<file path="config.mk">
export PLATFORM = sky130hd
export DESIGN_NAME = param_counter
export DESIGN_NICKNAME = d
export VERILOG_FILES = /design/src/rtl/param_counter.sv
export SDC_FILE = /design/constraint.sdc
export NUM_CORES = 1
export LEC_CHECK = 0
export BUFFER_PORTS_ARGS = -buffer_cell sky130_fd_sc_hd__buf_2
export CAP_MARGIN = 30
export CORE_AREA = 2 2 39 41
export DETAILED_ROUTE_END_ITERATION = 16
export DIE_AREA = 0 0 41 43
export GPL_TIMING_DRIVEN = 0
export MAX_ROUTING_LAYER = met4
export PLACE_DENSITY = 0.63
export SETUP_SLACK_MARGIN = 0.5
export SLEW_MARGIN = 30
export SYNTH_ARGS = -nofsm -noshare
export SYNTH_HDL_FRONTEND = slang
export SYNTH_SLANG_ARGS = --single-unit
export TNS_END_PERCENT = 30
</file>
<file path="constraint.sdc">
create_clock -name clock -period 3.6 [get_ports clock]
set_clock_uncertainty 0.05 [all_clocks]
set_input_delay 0.18 -clock clock [delete_from_list [all_inputs] [get_ports clock]]
set_output_delay 0.18 -clock clock [all_outputs]
set_load 0.02 [all_outputs]
</file>
<file path="src/rtl/param_counter.sv">
// Parametrised up/down modulo counter with enable prescaler, synchronous load,
// wrap or saturate at the limits, and a one-clock terminal-count pulse.
module param_counter #(
  parameter int          WIDTH     = 4,
  parameter int unsigned MAX_VALUE = (2 ** WIDTH) - 1,
  parameter int          PRESCALE  = 1,
  parameter int          SATURATE  = 0
) (
  input  logic             clock,
  input  logic             reset,
  input  logic             enable,
  input  logic             up_down,
  input  logic             load,
  input  logic [WIDTH-1:0] load_value,
  output logic [WIDTH-1:0] count,
  output logic             tc,
  output logic             at_max,
  output logic             at_min
);

  localparam int               PSC_W    = (PRESCALE > 1) ? $clog2(PRESCALE) : 1;
  localparam logic [PSC_W-1:0] PSC_LAST = PSC_W'(PRESCALE - 1);
  localparam logic [WIDTH-1:0] MAX_C    = WIDTH'(MAX_VALUE);
  localparam logic             SAT_C    = (SATURATE != 0);

  logic [WIDTH-1:0] count_q, count_d;
  logic [PSC_W-1:0] psc_q, psc_d;
  logic             tc_q, tc_d;

  // Next-state: load beats step beats hold; tc only marks a step taken at a limit
  always_comb begin
    count_d = count_q;
    psc_d   = psc_q;
    tc_d    = 1'b0;
    if (load) begin
      count_d = (load_value > MAX_C) ? MAX_C : load_value;
      psc_d   = '0;
    end else if (enable) begin
      if (psc_q == PSC_LAST) begin
        psc_d = '0;
        if (up_down) begin
          if (count_q == MAX_C) begin
            tc_d    = 1'b1;
            count_d = SAT_C ? count_q : '0;
          end else begin
            count_d = count_q + WIDTH'(1);
          end
        end else begin
          if (count_q == '0) begin
            tc_d    = 1'b1;
            count_d = SAT_C ? count_q : MAX_C;
          end else begin
            count_d = count_q - WIDTH'(1);
          end
        end
      end else begin
        psc_d = psc_q + PSC_W'(1);
      end
    end else begin
      count_d = count_q;
      psc_d   = psc_q;
    end
  end

  // State registers with asynchronous active-low clear
  always_ff @(posedge clock or negedge reset) begin
    if (!reset) begin
      count_q <= '0;
      psc_q   <= '0;
      tc_q    <= 1'b0;
    end else begin
      count_q <= count_d;
      psc_q   <= psc_d;
      tc_q    <= tc_d;
    end
  end

  assign count  = count_q;
  assign tc     = tc_q;
  assign at_max = (count_q == MAX_C);
  assign at_min = (count_q == '0);

endmodule

</file>
==> impl_metrics.tcl, run 1 <==
set metrics [dict create \
    synth_sequential_area_ratio_pct 33.1 \
    drc 0 \
    ant_nets 0 \
    globalplace.congestion 0.739 \
    ys_types 25 \
    tcrit_tclk_final_pct 44.2 \
    ir_worst_vdd_mv 0.182 \
    finalSetupTns_ns 0 \
    power.net_switching_mw 0.0790 \
    power.switching_fraction_pct 36.6 \
    ff2ff_path_depth 4 \
    clock_power_share_pct 31.7 \
    postPlaceCellArea_um2 463 \
    chipHeight_um 43 \
    synthesized_flop_and_latch_total 5 \
    firstDrtPassIters 4 \
    route.vias.total 383 \
    first_iter_violations 13 \
    detail_route.wl_per_cell_um 11.0 \
    cp_data_required_time_ns 3.37 \
    cellPowerDensity_nw_per_um2 433 \
    synth_area_leaders "sky130_fd_sc_hd__dfrtp_1 (33%), sky130_fd_sc_hd__mux2i_1 (7.9%), sky130_fd_sc_hd__ha_1 (6.6%)" \
    internal-power_mw 0.137 \
    critPathKind "register to output pin" \
    grt_pass1_vias 348 \
    detail_route.wirelength_um 857 \
    tritoncts "done" \
    antenna_cells 0 \
    hold_viol 0 \
    maximum_fanout_encountered_on_the_critical_timing_path 7 \
    synthesis.nets 55 \
    port_buffers 13 \
    synth_top_area_share_pct 33.1 \
    hold_crit_class "primary input to register" \
    initial_standard_cell_utilization_of_the_core_pct 27.3 \
    synthCells 44 \
    nets 74 \
    clock-sinks 5 \
    fill_cells 153 \
    cp_data_arrival_time_ns 1.36 \
    core_region_area_um2 1380 \
    post_synth.cell_area_avg_um2 8.59 \
    cts.path.max_buffers 2 \
    dieWidth_um 41 \
    cp-start-kind "register" \
    finalMaxSlewViolations 0 \
    design.portCount 16 \
    die_area_um2 1760 \
    drive_gt1_share_pct 33.9 \
    synth_enable_flop_cells 0 \
    cts.clk_slew.worst_paths_ns 0.05 \
    timing.slew.headroom_pct 75.9 \
    setup_viol 0 \
    grt_antenna_before_repair 0 \
    grt_start_max_net_pins 10 \
    ys_warn_count 0 \
    ys_dominant_reg_cell "sky130_fd_sc_hd__dfrtp_1" \
    synth.cell_area_um2 378 \
    total_routing_resource_utilization_after_global_routing_pct 13.1 \
    run_status "completed" \
    end_kind "output pin" \
    htree_num_levels 1 \
    core.rowCount 14 \
    synth_top_cell_by_area "sky130_fd_sc_hd__dfrtp_1" \
    timing.max_cap.violations 0 \
    postSynth.asyncResetShare_pct 100 \
    post-route-cell-area_um2 499 \
    grt_overflow_total 0 \
    avg_vias_per_cell 4.91 \
    period_needed_ns 1.59 \
    p_leak_nw 0.248 \
    setup_repair_after_global_routing_missed_its_margin "false" \
    worstHoldPathCells 3 \
    clock_tree.root_cell "sky130_fd_sc_hd__clkbuf_4" \
    timing.fmax_mhz 628 \
    max_slew.worst_pin.slew_ns 0.361 \
    grt_first_pass_wirelength_um 1460 \
    hpwl_after_detailed_placement_um 699 \
    share_comb_of_total_power_pct 33.8 \
    clock_insertion_delay_worst_skew_ns 0.25 \
    cts_made_buffers 3 \
    seqPwrFrac_pct 34.5 \
    areaGrowthSynthToFinish_pct 32.1 \
]
[metrics by stage]
step	power (mW)	std cells	hold slack (ns)	setup slack, ns	util [%]
after global routing	0.234	78	0.112	1.91	36.1
after global placement	0.147	73	-0.0543	2.10	33.5
final	0.216	78	0.0989	2.01	36.1
after floorplan	0.126	44	-0.166	2.07	-
after detailed placement	0.148	73	-0.0462	2.09	33.5
after CTS	0.217	78	0.102	2.02	36.1
[worst max-delay path: stages, from the launching register on]
cell,delay (ns)
sky130_fd_sc_hd__dfrtp_1,0.44
sky130_fd_sc_hd__inv_2,0.11
sky130_fd_sc_hd__ha_1,0.20
sky130_fd_sc_hd__and3_1,0.19
sky130_fd_sc_hd__buf_2,0.17
[cells by family after synthesis]
kind of cell / after synthesis / share of synthesized area (%)
AO/OA/AOI/OAI: 12 / 19.9
adder cells (fa/ha/maj): 2 / 6.62
multiplexers: 4 / 10.9
flip-flops: 5 / 33.1
XOR/XNOR: 2 / 4.64
AND/OR/NAND/NOR: 12 / 17.6
buffers and inverters: 7 / 7.28
[state kept, by name (all words and copies together), names as in the netlist]
| register | flops |
|---|---|
| tc | 1 |
| count | 4 |
[final cells by class]
cell class,count,area [µm²],share of cell area [%]
Clock buffer,4,26.3,5.26
Timing Repair Buffer,14,75.1,15.0
Inverter,5,18.8,3.76
Multi-Input combinational cell,32,225,45.1
Buffer,2,8.76,1.75
Sequential cell,5,125,25.1
Tap cell,16,20.0,4.01
[final timing paths]
path | start | to | slack [ns]
max reg2reg | count[3] | count[3] | 2.08
max | count[0] | at_min | 2.01
min in group asynchronous | reset | count[3] | 0.22
min | load_value[1] | count[1] | 0.1
min reg2reg | count[1] | count[1] | 0.63
max in group asynchronous | reset | tc | 3.14
[routing by layer]
layer | vias up | global-route usage, % | share of wire (%)
met2 | 14 | 15.3 | 48
met4 | 0 | 8.00 | 1.3
met3 | 2 | 6.28 | 6.3
met1 | 175 | 17.4 | 45
met5 | - | - | 0
li1 | 192 | - | -
[power groups by stage]
stage          clock network, mW  logic, mW  registers, mW
2_1_floorplan                  0     0.0444         0.0813
3_3_place_gp                   0     0.0722         0.0751
3_5_place_dp                   0     0.0724         0.0751
4_1_cts                   0.0697     0.0735         0.0743
5_1_grt                   0.0749     0.0830         0.0758
6_report                  0.0686     0.0729         0.0745
[placed cells by master (no fill, tap or decap)]
cell type	n
sky130_fd_sc_hd__nor3_1	2
sky130_fd_sc_hd__nand2b_1	1
sky130_fd_sc_hd__mux2_2	1
sky130_fd_sc_hd__clkbuf_4	3
sky130_fd_sc_hd__and3_1	2
sky130_fd_sc_hd__a311o_1	1
sky130_fd_sc_hd__a31oi_1	2
sky130_fd_sc_hd__clkbuf_1	2
sky130_fd_sc_hd__dfrtp_1	5
sky130_fd_sc_hd__mux2i_1	3
sky130_fd_sc_hd__a21oi_1	4
sky130_fd_sc_hd__buf_2	14
sky130_fd_sc_hd__o21ai_1	2
sky130_fd_sc_hd__o21ai_2	1
sky130_fd_sc_hd__or3_1	1
sky130_fd_sc_hd__inv_1	3
sky130_fd_sc_hd__xnor2_1	2
sky130_fd_sc_hd__o221ai_1	1
sky130_fd_sc_hd__inv_2	2
sky130_fd_sc_hd__dlygate4sd3_1	1
sky130_fd_sc_hd__nand2_1	1
sky130_fd_sc_hd__nand4_1	1
sky130_fd_sc_hd__ha_1	2
sky130_fd_sc_hd__nor2_1	2
sky130_fd_sc_hd__nor2b_1	1
sky130_fd_sc_hd__nor3b_1	1
sky130_fd_sc_hd__o21ai_0	1
[repair_timing]
item,CTS,global route
gates resized for setup,0,0
hold endpoints to repair,5,0
setup endpoints to repair,0,0
hold buffers,1,0
buffers inserted,0,0
[Yosys cell counts (2+ instances only)]
| library cell | n |
|---|---|
| sky130_fd_sc_hd__and3_1 | 2 |
| sky130_fd_sc_hd__a31oi_1 | 2 |
| sky130_fd_sc_hd__nor3_1 | 2 |
| sky130_fd_sc_hd__mux2i_1 | 3 |
| sky130_fd_sc_hd__nor2_1 | 2 |
| sky130_fd_sc_hd__dfrtp_1 | 5 |
| sky130_fd_sc_hd__inv_2 | 2 |
| sky130_fd_sc_hd__a21oi_1 | 4 |
| sky130_fd_sc_hd__xnor2_1 | 2 |
| sky130_fd_sc_hd__ha_1 | 2 |
| sky130_fd_sc_hd__inv_1 | 3 |
| sky130_fd_sc_hd__o21ai_1 | 2 |
Note: power is estimated with default switching activity, not from simulation.
==> inputs of run 2 (changes only) <==
ABC_AREA = 1   (was not set)
clock period = 1.65 ns   (was 3.6 ns; I/O delays follow)
==> impl_metrics.tcl, run 2 <==
set metrics [dict create \
    run_status "completed" \
    share_comb_of_total_power_pct 36.9 \
    maximum_fanout_encountered_on_the_critical_timing_path 5 \
    setup_viol 0 \
    synth_sequential_area_ratio_pct 33.7 \
    power.net_switching_mw 0.170 \
    timing.critical_path.from "count[1]" \
    nets 88 \
    synthTopCellsByCount "sky130_fd_sc_hd__nand2_1 (15), sky130_fd_sc_hd__inv_1 (8), sky130_fd_sc_hd__nand3_1 (6)" \
    initial_standard_cell_utilization_of_the_core_pct 26.9 \
    largest_reg_flops 4 \
    avg_vias_per_cell 4.34 \
    cellPowerDensity_nw_per_um2 858 \
    ys_dominant_reg_cell "sky130_fd_sc_hd__dfrtp_1" \
    internal-power_mw 0.310 \
    r2r-end "count[0]" \
    timing.max_cap.violations 0 \
    post-place-ws_ns 0.314 \
    crit_cells 5 \
    ff2ff_path_depth 8 \
    die_area_um2 1760 \
    hpwl_after_detailed_placement_um 662 \
    detailroute.wirelength.met3_um 40 \
    p_leak_nw 0.295 \
    cts_made_buffers 3 \
    seqPwrFrac_pct 35.2 \
    clock_insertion_delay_worst_skew_ns 0.23 \
    critPathTopFamily "flip-flops" \
    timing.slew.headroom_pct 78.6 \
    cp-start-kind "register" \
    critPathBufInv 3 \
    ys_types 16 \
    drive_gt1_share_pct 42.1 \
    met2_length_um 423 \
    cts.clk_slew.worst_paths_ns 0.04 \
    power.switching_fraction_pct 35.4 \
    finalMaxSlewViolations 0 \
    worst_path_largest_cell_delay_ns 0.44 \
    port_buffers 15 \
    ir_worst_vdd_mv 0.361 \
    max_slew.worst_pin.slew_ns 0.321 \
    areaGrowthSynthToFinish_pct 50.2 \
    grt_start_max_net_pins 9 \
    htree_num_levels 1 \
    dieWidth_um 41 \
    synth_top_area_share_pct 33.7 \
    cp_data_arrival_time_ns 1.21 \
    yosys.cell_count.top_type "sky130_fd_sc_hd__nand2_1" \
    detail_route.wl_per_cell_um 9.66 \
    tcrit_tclk_final_pct 81.2 \
    critPathKind "register to output pin" \
    list_of_cells_traversed_by_the_critical_path "inv_2, ha_4, inv_2, nor3_4, buf_6" \
    end_kind "output pin" \
    r2r_start "count[1]" \
    synthesized_flop_and_latch_total 5 \
    setup_repair_after_global_routing_missed_its_margin "true" \
    drc 0 \
    core_region_area_um2 1380 \
    detail_route.wirelength_um 889 \
    globalplace.congestion 0.813 \
    hold_viol 0 \
    cp_capture_point "at_min" \
    final_common_cell "sky130_fd_sc_hd__nand2_1" \
    timing.fmax_mhz 747 \
    core.rowCount 14 \
    total_routing_resource_utilization_after_global_routing_pct 12.1 \
    routedLengthMet1_um 425 \
    finalSetupTns_ns 0 \
    synth.cell_area_um2 372 \
    cts.path.max_buffers 2 \
    chipHeight_um 43 \
    synth_top_cell_by_area "sky130_fd_sc_hd__dfrtp_1" \
    postSynth.asyncResetShare_pct 100 \
    post-route-worst-setup-slack_ns 0.311 \
    firstDrtPassIters 4 \
    tritoncts "done" \
    period_needed_ns 1.34 \
    clock_power_share_pct 27.8 \
    synth_area_leaders "sky130_fd_sc_hd__dfrtp_1 (34%), sky130_fd_sc_hd__nand2_1 (15%), sky130_fd_sc_hd__nand3_1 (8.1%)" \
    clock-sinks 5 \
    post_synth.cell_area_avg_um2 7.01 \
    crit_path_top_delay_cell "sky130_fd_sc_hd__dfrtp_2" \
    highest_count_cells_in_the_layout_ignoring_fill_and_taps "sky130_fd_sc_hd__nand2_1 (15), sky130_fd_sc_hd__buf_2 (13), sky130_fd_sc_hd__nand3_1 (6)" \
    fill_cells 139 \
    antenna_cells 0 \
    grt_pass1_vias 325 \
    ys_warn_count 0 \
    clock_tree.root_cell "sky130_fd_sc_hd__clkbuf_4" \
    r2r_setup_slack_ns 0.38 \
    first_iter_violations 3 \
    grt_antenna_before_repair 0 \
    hold_crit_class "primary input to register" \
    grt_overflow_total 0 \
    most_repeated_library_cell_on_the_critical_path "sky130_fd_sc_hd__inv_2" \
    route.vias.total 399 \
    grt_first_pass_wirelength_um 1410 \
    ant_nets 0 \
    highest_layer "met3" \
    synth_enable_flop_cells 0 \
    synthCells 53 \
    cp_data_required_time_ns 1.52 \
    postLayoutCoreUtil_pct 40.3 \
    worstHoldPathCells 3 \
    design.portCount 16 \
    synthesis.nets 64 \
]
[run 2: how the worst min path moves through the flow]
| stage | to | slack, ns | start |
|---|---|---|---|
| 2_1_floorplan | count[0] | -0.26 | reset |
| 3_3_place_gp | count[3] | -0.15 | reset |
| 3_5_place_dp | count[3] | -0.15 | reset |
| 4_1_cts | count[0] | 0.02 | load_value[0] |
| 5_1_grt | count[0] | 0.04 | load_value[0] |
| 6_report | count[0] | 0.02 | load_value[0] |
[run 2: final cells by class]
cell class	count	area, µm²	area share, %
sequential	5	128	22.9
clock buffer	4	26.3	4.71
inverter	9	33.8	6.05
multi-input combinational	39	234	41.9
tap	16	20.0	3.59
timing repair buffer	19	116	20.9
[run 2: worst reg2reg max path: stages, from the launching register on]
cell and delay (ns):
sky130_fd_sc_hd__dfrtp_2 0.44, sky130_fd_sc_hd__inv_2 0.09, sky130_fd_sc_hd__ha_4 0.13, sky130_fd_sc_hd__inv_2 0.04, sky130_fd_sc_hd__nor3_4 0.13, sky130_fd_sc_hd__nand2_1 0.09, sky130_fd_sc_hd__nand2_1 0.06, sky130_fd_sc_hd__nand4_1 0.08
sky130_fd_sc_hd__nand3_1 0.08
[run 2: metrics by stage]
step           instances  hold WS, ns  cell area, µm²  total power, mW
4_1_cts               92       0.0193             553            0.481
2_1_floorplan         53       -0.263             393            0.273
3_5_place_dp          84       -0.153             488            0.326
6_report              92       0.0187             558            0.479
5_1_grt               92       0.0410             558            0.512
3_3_place_gp          84       -0.155             488            0.325
[run 2: power by group through the flow]
| stage | Sequential (mW) | Clock (mW) | Combinational (mW) |
|---|---|---|---|
| 2_1_floorplan | 0.183 | 0 | 0.0902 |
| 3_3_place_gp | 0.173 | 0 | 0.151 |
| 3_5_place_dp | 0.174 | 0 | 0.153 |
| 4_1_cts | 0.168 | 0.136 | 0.177 |
| 5_1_grt | 0.173 | 0.142 | 0.197 |
| 6_report | 0.169 | 0.133 | 0.177 |
[run 2: per-layer routing]
metal	GRT usage [%]	vias up
met2	15.0	9
met4	4.00	0
li1	-	225
met5	-	-
met3	3.14	0
met1	18.7	165
[run 2: timing repair]
action                     in CTS  in global routing
setup endpoints to repair       7                  9
hold endpoints to repair        5                  0
hold buffers                    1                  0
pin swaps                       2                  0
gates resized for setup         2                  4
buffers inserted                3                  0
[run 2: cell families after synthesis]
kind of cell    Yosys count  share of synthesized area [%]
simple gates             28                           34.0
buf+inv                   9                           9.09
compound gates            7                           11.8
flops                     5                           33.7
xor+xnor                  2                           4.71
fa+ha+maj                 2                           6.73
